<file path="config.mk">
export PLATFORM = sky130hd
export DESIGN_NAME = adc_scheduler_flat
export DESIGN_NICKNAME = d
export VERILOG_FILES = /design/src/rtl/adc_sched_pkg.sv /design/src/rtl/adc_scheduler_if.sv /design/src/rtl/adc_scheduler_rr_arbiter.sv /design/src/rtl/adc_scheduler.sv /design/src/flat_wrapper.sv
export SDC_FILE = /design/constraint.sdc
export NUM_CORES = 1
export LEC_CHECK = 0
export CAP_MARGIN = 20
export CORE_MARGIN = 10
export CORE_UTILIZATION = 50
export CTS_CLUSTER_DIAMETER = 50
export DETAILED_ROUTE_END_ITERATION = 7
export GPL_TIMING_DRIVEN = 0
export PLACE_DENSITY = 0.79
export SLEW_MARGIN = 15
export SYNTH_ARGS = -nofsm -noshare
export SYNTH_HDL_FRONTEND = slang
export SYNTH_SLANG_ARGS = --single-unit
</file>
<file path="constraint.sdc">
create_clock -name ADC_sclk -period 4.05 [get_ports ADC_sclk]
set_input_delay 0.405 -clock ADC_sclk [delete_from_list [all_inputs] [get_ports ADC_sclk]]
set_output_delay 0.405 -clock ADC_sclk [all_outputs]
set_load 0.01 [all_outputs]
</file>
<file path="src/rtl/adc_sched_pkg.sv">
// Shared types and constants for the ADC conversion scheduler.
// ADC_SCHED_AVG_EN (optional) switches CAPTURE to a 4-frame average.
package adc_sched_pkg;

    localparam int ADC_W       = 12;
    localparam int SUM_W       = 14;
    localparam int NREQ_DEF    = 4;
    localparam int TIMEOUT_DEF = 64;

    typedef enum logic [2:0] {
        S_IDLE,
        S_DISCARD,
        S_CAPTURE,
        S_DELIVER,
        S_ERR
    } state_e;

endpackage

</file>
<file path="src/rtl/adc_scheduler_if.sv">
// Requester/ADC-side bundle of the scheduler: requests, ADC frames and results.
// master = requesters + ADC front end, slave = scheduler.
interface adc_scheduler_if #(
    parameter int NREQ = adc_sched_pkg::NREQ_DEF
);
    import adc_sched_pkg::*;

    localparam int SEL_W = $clog2(NREQ);

    logic [NREQ-1:0]  req;
    logic [ADC_W-1:0] adc_code;
    logic             adc_new;
    logic [SEL_W-1:0] chan_sel;
    logic [NREQ-1:0]  grant;
    logic [ADC_W-1:0] data;
    logic             data_valid;
    logic             timeout_err;
    logic             busy;

    modport master (
        output req, adc_code, adc_new,
        input  chan_sel, grant, data, data_valid, timeout_err, busy
    );

    modport slave (
        input  req, adc_code, adc_new,
        output chan_sel, grant, data, data_valid, timeout_err, busy
    );

endinterface

</file>
<file path="src/rtl/adc_scheduler_rr_arbiter.sv">
// Round-robin pick: searches from ptr+1 upward (wrapping) for the first request.
module rr_arbiter
    import adc_sched_pkg::*;
#(
    parameter int NREQ = NREQ_DEF,
    parameter int PW   = $clog2(NREQ)
) (
    input  logic [NREQ-1:0] req,
    input  logic [PW-1:0]   ptr,
    output logic [NREQ-1:0] win,
    output logic            valid
);

    logic [PW-1:0] idx;

    always_comb begin
        win   = '0;
        valid = 1'b0;
        idx   = '0;
        for (int i = 1; i <= NREQ; i++) begin
            idx = PW'((int'(ptr) + i) % NREQ);
            if (!valid && req[idx]) begin
                win[idx] = 1'b1;
                valid    = 1'b1;
            end
        end
    end

endmodule

</file>
<file path="src/rtl/adc_scheduler.sv">
// Serialises NREQ requesters onto one muxed ADC; optional ADC_SCHED_AVG_EN averages 4 frames.
//   state     | meaning
//   S_IDLE    | arbitrate pending requests, set mux
//   S_DISCARD | drop first frame after a mux change (settling)
//   S_CAPTURE | take frame(s) for the winner
//   S_DELIVER | one-cycle grant with data_valid
//   S_ERR     | one-cycle grant with timeout_err
module adc_scheduler
    import adc_sched_pkg::*;
#(
    parameter int NREQ    = NREQ_DEF,
    parameter int TIMEOUT = TIMEOUT_DEF
) (
    input  logic            ADC_sclk,
    input  logic            reset_n,
    adc_scheduler_if.slave  bus
);

    localparam int SEL_W = $clog2(NREQ);
    localparam int TMR_W = $clog2(TIMEOUT);
    localparam logic [TMR_W-1:0] TMR_LOAD = TMR_W'(TIMEOUT - 1);

    state_e           state_q, state_d;
    logic [SEL_W-1:0] ptr_q, ptr_d;
    logic [SEL_W-1:0] win_q, win_d;
    logic [SEL_W-1:0] chan_sel_q, chan_sel_d;
    logic             chan_ok_q, chan_ok_d;
    logic [TMR_W-1:0] tmr_q, tmr_d;
    logic [ADC_W-1:0] data_q, data_d;
    logic [NREQ-1:0]  grant_q, grant_d;
    logic             data_valid_q, data_valid_d;
    logic             timeout_err_q, timeout_err_d;
    logic             busy_q, busy_d;
`ifdef ADC_SCHED_AVG_EN
    logic [SUM_W-1:0] sum_q, sum_d, sum_nxt;
    logic [1:0]       frm_q, frm_d;
`endif

    logic [NREQ-1:0]  arb_win;
    logic             arb_valid;
    logic [SEL_W-1:0] arb_idx;
    logic [NREQ-1:0]  win_oh;

    rr_arbiter #(
        .NREQ (NREQ),
        .PW   (SEL_W)
    ) u_arb (
        .req   (bus.req),
        .ptr   (ptr_q),
        .win   (arb_win),
        .valid (arb_valid)
    );

    always_comb begin
        arb_idx = '0;
        for (int i = 0; i < NREQ; i++) begin
            if (arb_win[i]) arb_idx = SEL_W'(i);
        end
    end

    assign win_oh = {{(NREQ-1){1'b0}}, 1'b1} << win_q;

`ifdef ADC_SCHED_AVG_EN
    assign sum_nxt = sum_q + SUM_W'(bus.adc_code);
`endif

    always_comb begin
        state_d       = state_q;
        ptr_d         = ptr_q;
        win_d         = win_q;
        chan_sel_d    = chan_sel_q;
        chan_ok_d     = chan_ok_q;
        tmr_d         = tmr_q;
        data_d        = data_q;
        grant_d       = '0;
        data_valid_d  = 1'b0;
        timeout_err_d = 1'b0;
`ifdef ADC_SCHED_AVG_EN
        sum_d         = sum_q;
        frm_d         = frm_q;
`endif
        unique case (state_q)
            S_IDLE: begin
                if (arb_valid) begin
                    win_d      = arb_idx;
                    chan_sel_d = arb_idx;
                    tmr_d      = TMR_LOAD;
`ifdef ADC_SCHED_AVG_EN
                    sum_d      = '0;
                    frm_d      = '0;
`endif
                    // Mux already parked on a known-good channel: no settling frame needed
                    if (arb_idx == chan_sel_q && chan_ok_q) begin
                        state_d = S_CAPTURE;
                    end else begin
                        state_d   = S_DISCARD;
                        chan_ok_d = 1'b0;
                    end
                end
            end
            S_DISCARD, S_CAPTURE: begin
                // A frame arriving on the terminal-count cycle still wins over the abort
                if (bus.adc_new) begin
                    tmr_d = TMR_LOAD;
                    if (state_q == S_DISCARD) begin
                        state_d = S_CAPTURE;
                    end else begin
`ifdef ADC_SCHED_AVG_EN
                        sum_d = sum_nxt;
                        frm_d = frm_q + 2'd1;
                        if (frm_q == 2'd3) begin
                            data_d       = sum_nxt[SUM_W-1:2];
                            chan_ok_d    = 1'b1;
                            grant_d      = win_oh;
                            data_valid_d = 1'b1;
                            state_d      = S_DELIVER;
                        end
`else
                        data_d       = bus.adc_code;
                        chan_ok_d    = 1'b1;
                        grant_d      = win_oh;
                        data_valid_d = 1'b1;
                        state_d      = S_DELIVER;
`endif
                    end
                end else if (tmr_q == '0) begin
                    chan_ok_d     = 1'b0;
                    grant_d       = win_oh;
                    timeout_err_d = 1'b1;
                    state_d       = S_ERR;
                end else begin
                    tmr_d = tmr_q - 1'b1;
                end
            end
            S_DELIVER, S_ERR: begin
                ptr_d   = win_q;
                state_d = S_IDLE;
            end
            default: state_d = S_IDLE;
        endcase
        busy_d = (state_d != S_IDLE);
    end

    always_ff @(posedge ADC_sclk or negedge reset_n) begin
        if (!reset_n) begin
            state_q       <= S_IDLE;
            ptr_q         <= SEL_W'(NREQ - 1);
            win_q         <= '0;
            chan_sel_q    <= '0;
            chan_ok_q     <= 1'b0;
            tmr_q         <= '0;
            data_q        <= '0;
            grant_q       <= '0;
            data_valid_q  <= 1'b0;
            timeout_err_q <= 1'b0;
            busy_q        <= 1'b0;
`ifdef ADC_SCHED_AVG_EN
            sum_q         <= '0;
            frm_q         <= '0;
`endif
        end else begin
            state_q       <= state_d;
            ptr_q         <= ptr_d;
            win_q         <= win_d;
            chan_sel_q    <= chan_sel_d;
            chan_ok_q     <= chan_ok_d;
            tmr_q         <= tmr_d;
            data_q        <= data_d;
            grant_q       <= grant_d;
            data_valid_q  <= data_valid_d;
            timeout_err_q <= timeout_err_d;
            busy_q        <= busy_d;
`ifdef ADC_SCHED_AVG_EN
            sum_q         <= sum_d;
            frm_q         <= frm_d;
`endif
        end
    end

    assign bus.chan_sel    = chan_sel_q;
    assign bus.grant       = grant_q;
    assign bus.data        = data_q;
    assign bus.data_valid  = data_valid_q;
    assign bus.timeout_err = timeout_err_q;
    assign bus.busy        = busy_q;

endmodule

</file>
<file path="src/flat_wrapper.sv">
// flat-port wrapper written by rule: the top's interface ports become plain ports
module adc_scheduler_flat import adc_sched_pkg::*;
#(
    parameter int NREQ    = NREQ_DEF,
    parameter int TIMEOUT = TIMEOUT_DEF
)
  (ADC_sclk, reset_n, bus_req, bus_adc_code, bus_adc_new, bus_chan_sel, bus_grant, bus_data, bus_data_valid, bus_timeout_err, bus_busy);
  adc_scheduler_if #(.NREQ(NREQ)) bus_i ();
  input  logic ADC_sclk;
  input  logic reset_n;
  input wire logic [$bits(bus_i.req)-1:0] bus_req;
  input wire logic [$bits(bus_i.adc_code)-1:0] bus_adc_code;
  input wire logic [$bits(bus_i.adc_new)-1:0] bus_adc_new;
  output wire logic [$bits(bus_i.chan_sel)-1:0] bus_chan_sel;
  output wire logic [$bits(bus_i.grant)-1:0] bus_grant;
  output wire logic [$bits(bus_i.data)-1:0] bus_data;
  output wire logic [$bits(bus_i.data_valid)-1:0] bus_data_valid;
  output wire logic [$bits(bus_i.timeout_err)-1:0] bus_timeout_err;
  output wire logic [$bits(bus_i.busy)-1:0] bus_busy;
  assign bus_i.req = bus_req;
  assign bus_i.adc_code = bus_adc_code;
  assign bus_i.adc_new = bus_adc_new;
  assign bus_chan_sel = bus_i.chan_sel;
  assign bus_grant = bus_i.grant;
  assign bus_data = bus_i.data;
  assign bus_data_valid = bus_i.data_valid;
  assign bus_timeout_err = bus_i.timeout_err;
  assign bus_busy = bus_i.busy;
  adc_scheduler #(.NREQ(NREQ), .TIMEOUT(TIMEOUT)) u_core (.ADC_sclk(ADC_sclk), .reset_n(reset_n), .bus(bus_i));
endmodule
</file>
==> results.json <==
{
  "drtAntennaViolNets": 0,
  "grt_max_degree": 34,
  "drt-wirelength-per-cell_um": 15.1,
  "drt-total-wl_mm": 4.28,
  "clkLatencyLatePin_ns": 0.29,
  "skew_ns": 0.0104,
  "ys_warn_count": 0,
  "finalCritPeriodShare": 0.755,
  "die_y_um": 81.5,
  "highest_layer": "met4",
  "avgSynthCellArea_sq_um": 9.96,
  "cts.repair.resized": 0,
  "async_flop_share": 1.00,
  "dieArea_sq_um": 6650,
  "crit_path_start_kind": "register",
  "grt.total_usage": 0.133,
  "synthCells": 190,
  "syn_area_sq_um": 1890,
  "clk_path_buf_depth": 2,
  "drc": 0,
  "diodes": 0,
  "worstSetupEndpointType": "register",
  "outcome": "finished, final reports clean",
  "final_nets": 262,
  "powerDensity_nw_per_um2": 691,
  "worstPathMaxFanout": 10,
  "io_buffers": 38,
  "maxSlewHeadroom": 0.307,
  "hpwl_mm": 3.15,
  "finalWeightedCongestion": 0.770,
  "htree_levels": 2,
  "post_cts_buffers": 0,
  "drt-met1-wl_mm": 1.96,
  "tightest_slew_ns": 1.03,
  "syn_nets": 217,
  "leakagePower_nw": 0.967,
  "dr_wl_met2_mm": 1.96,
  "rsz0062_at_grt": "false",
  "cts_made_buffers": 5,
  "boundaryPins": 40,
  "core_sq_um": 3660,
  "synth.ff_latch_count": 33,
  "layout_commonest_cell": "clkdlybuf4s50_1",
  "critPathArrivalTime_ns": 3.23,
  "criticalPathCategory": "register to register",
  "layout_common_cells": "clkdlybuf4s50_1, dfrtp_1, nor2_1",
  "synth_area_leaders": "dfrtp_1, mux2_2, ha_1, a21oi_1, nor2_1",
  "synth-main-ff-cell": "dfrtp_1",
  "yosys.area.top_type": "dfrtp_1",
  "synth-edff-count": 0,
  "cts_tree": "built",
  "overflow": 0,
  "wl_met3_um": 332,
  "drive_gt1_frac": 0.123,
  "start_util": 0.517,
  "ir_drop_mv": 0.326,
  "n_fill_cell": 295,
  "hold_ws_ns": 0.163,
  "hp-class": "input port to async pin",
  "grt_first_pass_wirelength_mm": 7.06,
  "final-hold-violation-count": 0,
  "fp-row-count": 22,
  "die_x_um": 81.5,
  "cts_sinks": 33,
  "drt_iter0_drc": 106,
  "synth_top_area_share": 0.410,
  "via_count": 1574,
  "antenna_found_initial": 0,
  "grt_pass1_vias": 1463,
  "seq_area_frac_synth": 0.438,
  "setup_viol": 0,
  "vias_per_cell": 5.54,
  "synth.distinct_cells": 46,
  "syn2layout_area_growth_pct": 27.6,
  "min_period_ns": 3.06,
  "finalMaxSlewViolations": 0,
  "clk_pin_slew_ns": 0.07,
  "max_cap_violations": 0,
  "fin_tns_setup_ns": 0,
  "cts-root-buf": "clkbuf_8",
  "ctsHoldBuffers": 0,
  "dr.pass1.iters": 4,
  "fmax_ghz": 0.327,
  "critPathRequiredTime_ns": 4.22
}
-- where the power goes --
part	switching [mW]	internal (mW)	leakage (nW)
registers	0.0761	0.449	0.391
logic	0.462	0.441	0.533
clock network	0.123	0.118	0.0439
-- synthesized netlist by cell type (2+ instances only) --
cell       n
ha_1       8
o21ai_1    3
and3b_1    4
a211o_1    2
o21ai_0    4
dfrtp_1   31
and3_1     2
nand2b_1   5
nor2b_1    3
nand2_1   15
o31ai_1    2
mux4_2     2
inv_1      4
clkbuf_1   7
a2111o_1   2
a211oi_1   2
nor2_1    17
a21oi_1   14
or2_1      2
nor4_1     4
mux2_2    12
nor3b_1    6
o22ai_1    2
nor3_1     8
dfstp_2    2
a31oi_1    7
-- layout make-up --
type | instances | area (sq um) | share of cell area
repair buffers | 38 | 375 | 0.155
inverters | 4 | 15.0 | 0.00622
well taps | 48 | 60.1 | 0.0249
clock inverters | 3 | 17.5 | 0.00725
flip-flops and latches | 33 | 828 | 0.343
clock buffers | 5 | 68.8 | 0.0285
multi-input cells | 145 | 1010 | 0.419
plain buffers | 8 | 37.5 | 0.0155
-- worst max-delay path, cell delays in order, from the launching register on --
cell and delay, ns:
dfstp_2 0.57, buf_6 0.15, inv_1 0.10, ha_1 0.37, and3b_1 0.18, nor3_1 0.26
nor3_1 0.13, a221o_1 0.41, or4_4 0.53, a41o_1 0.25
-- flip-flops by register name (all words and copies together) (netlist names) --
signal,cells
u_core.bus.data,12
u_core.ptr_q,2
u_core.state_q,3
u_core.win_q,2
u_core.chan_ok_q,1
u_core.bus.timeout_err,1
u_core.bus.data_valid,1
u_core.bus.grant,4
u_core.bus.busy,1
u_core.tmr_q,6
-- logic make-up (layout without fill, tap and decap cells) --
group,Yosys count,count (layout),share of synthesized area
flip-flops,33,33,0.438
adder cells (fa/ha/maj),8,8,0.0529
AND/OR/NAND/NOR,75,75,0.217
AO/OA/AOI/OAI,47,47,0.164
buffers and inverters,12,58,0.0278
multiplexers,15,15,0.100
-- metal layers --
layer | GRT usage | up-vias
li1 | - | 791
met1 | 0.179 | 739
met2 | 0.198 | 42
met3 | 0.0459 | 2
met4 | 0.0363 | 0
met5 | 0 | -
-- final timing paths --
kind,from,endpoint,slack (ns),cells after the start
setup / recovery,u_core.ptr_q[0],u_core.state_q[0],0.99,9
hold / removal,reset_n,u_core.tmr_q[5],0.16,1
setup reg to reg,u_core.ptr_q[0],u_core.state_q[0],0.99,9
hold reg to reg,u_core.bus.data[1],u_core.bus.data[1],0.51,1
max in group asynchronous,reset_n,u_core.bus.data[11],3.42,1
min in group ADC_sclk,u_core.bus.data[1],u_core.bus.data[1],0.51,1
-- metrics by stage --
stage / total power [mW] / worst slack, ns / util / cells / instance area (sq um)
after floorplan: 1.11 / 1.22 / - / 190 / 1890
after global placement: 1.41 / 1.06 / 0.637 / 276 / 2330
after detailed placement: 1.43 / 1.03 / 0.636 / 276 / 2330
after CTS: 1.68 / 1.01 / 0.660 / 284 / 2410
after global routing: 1.81 / 0.837 / 0.660 / 284 / 2410
final: 1.67 / 0.991 / 0.660 / 284 / 2410
(Power assumes the default switching activity.)
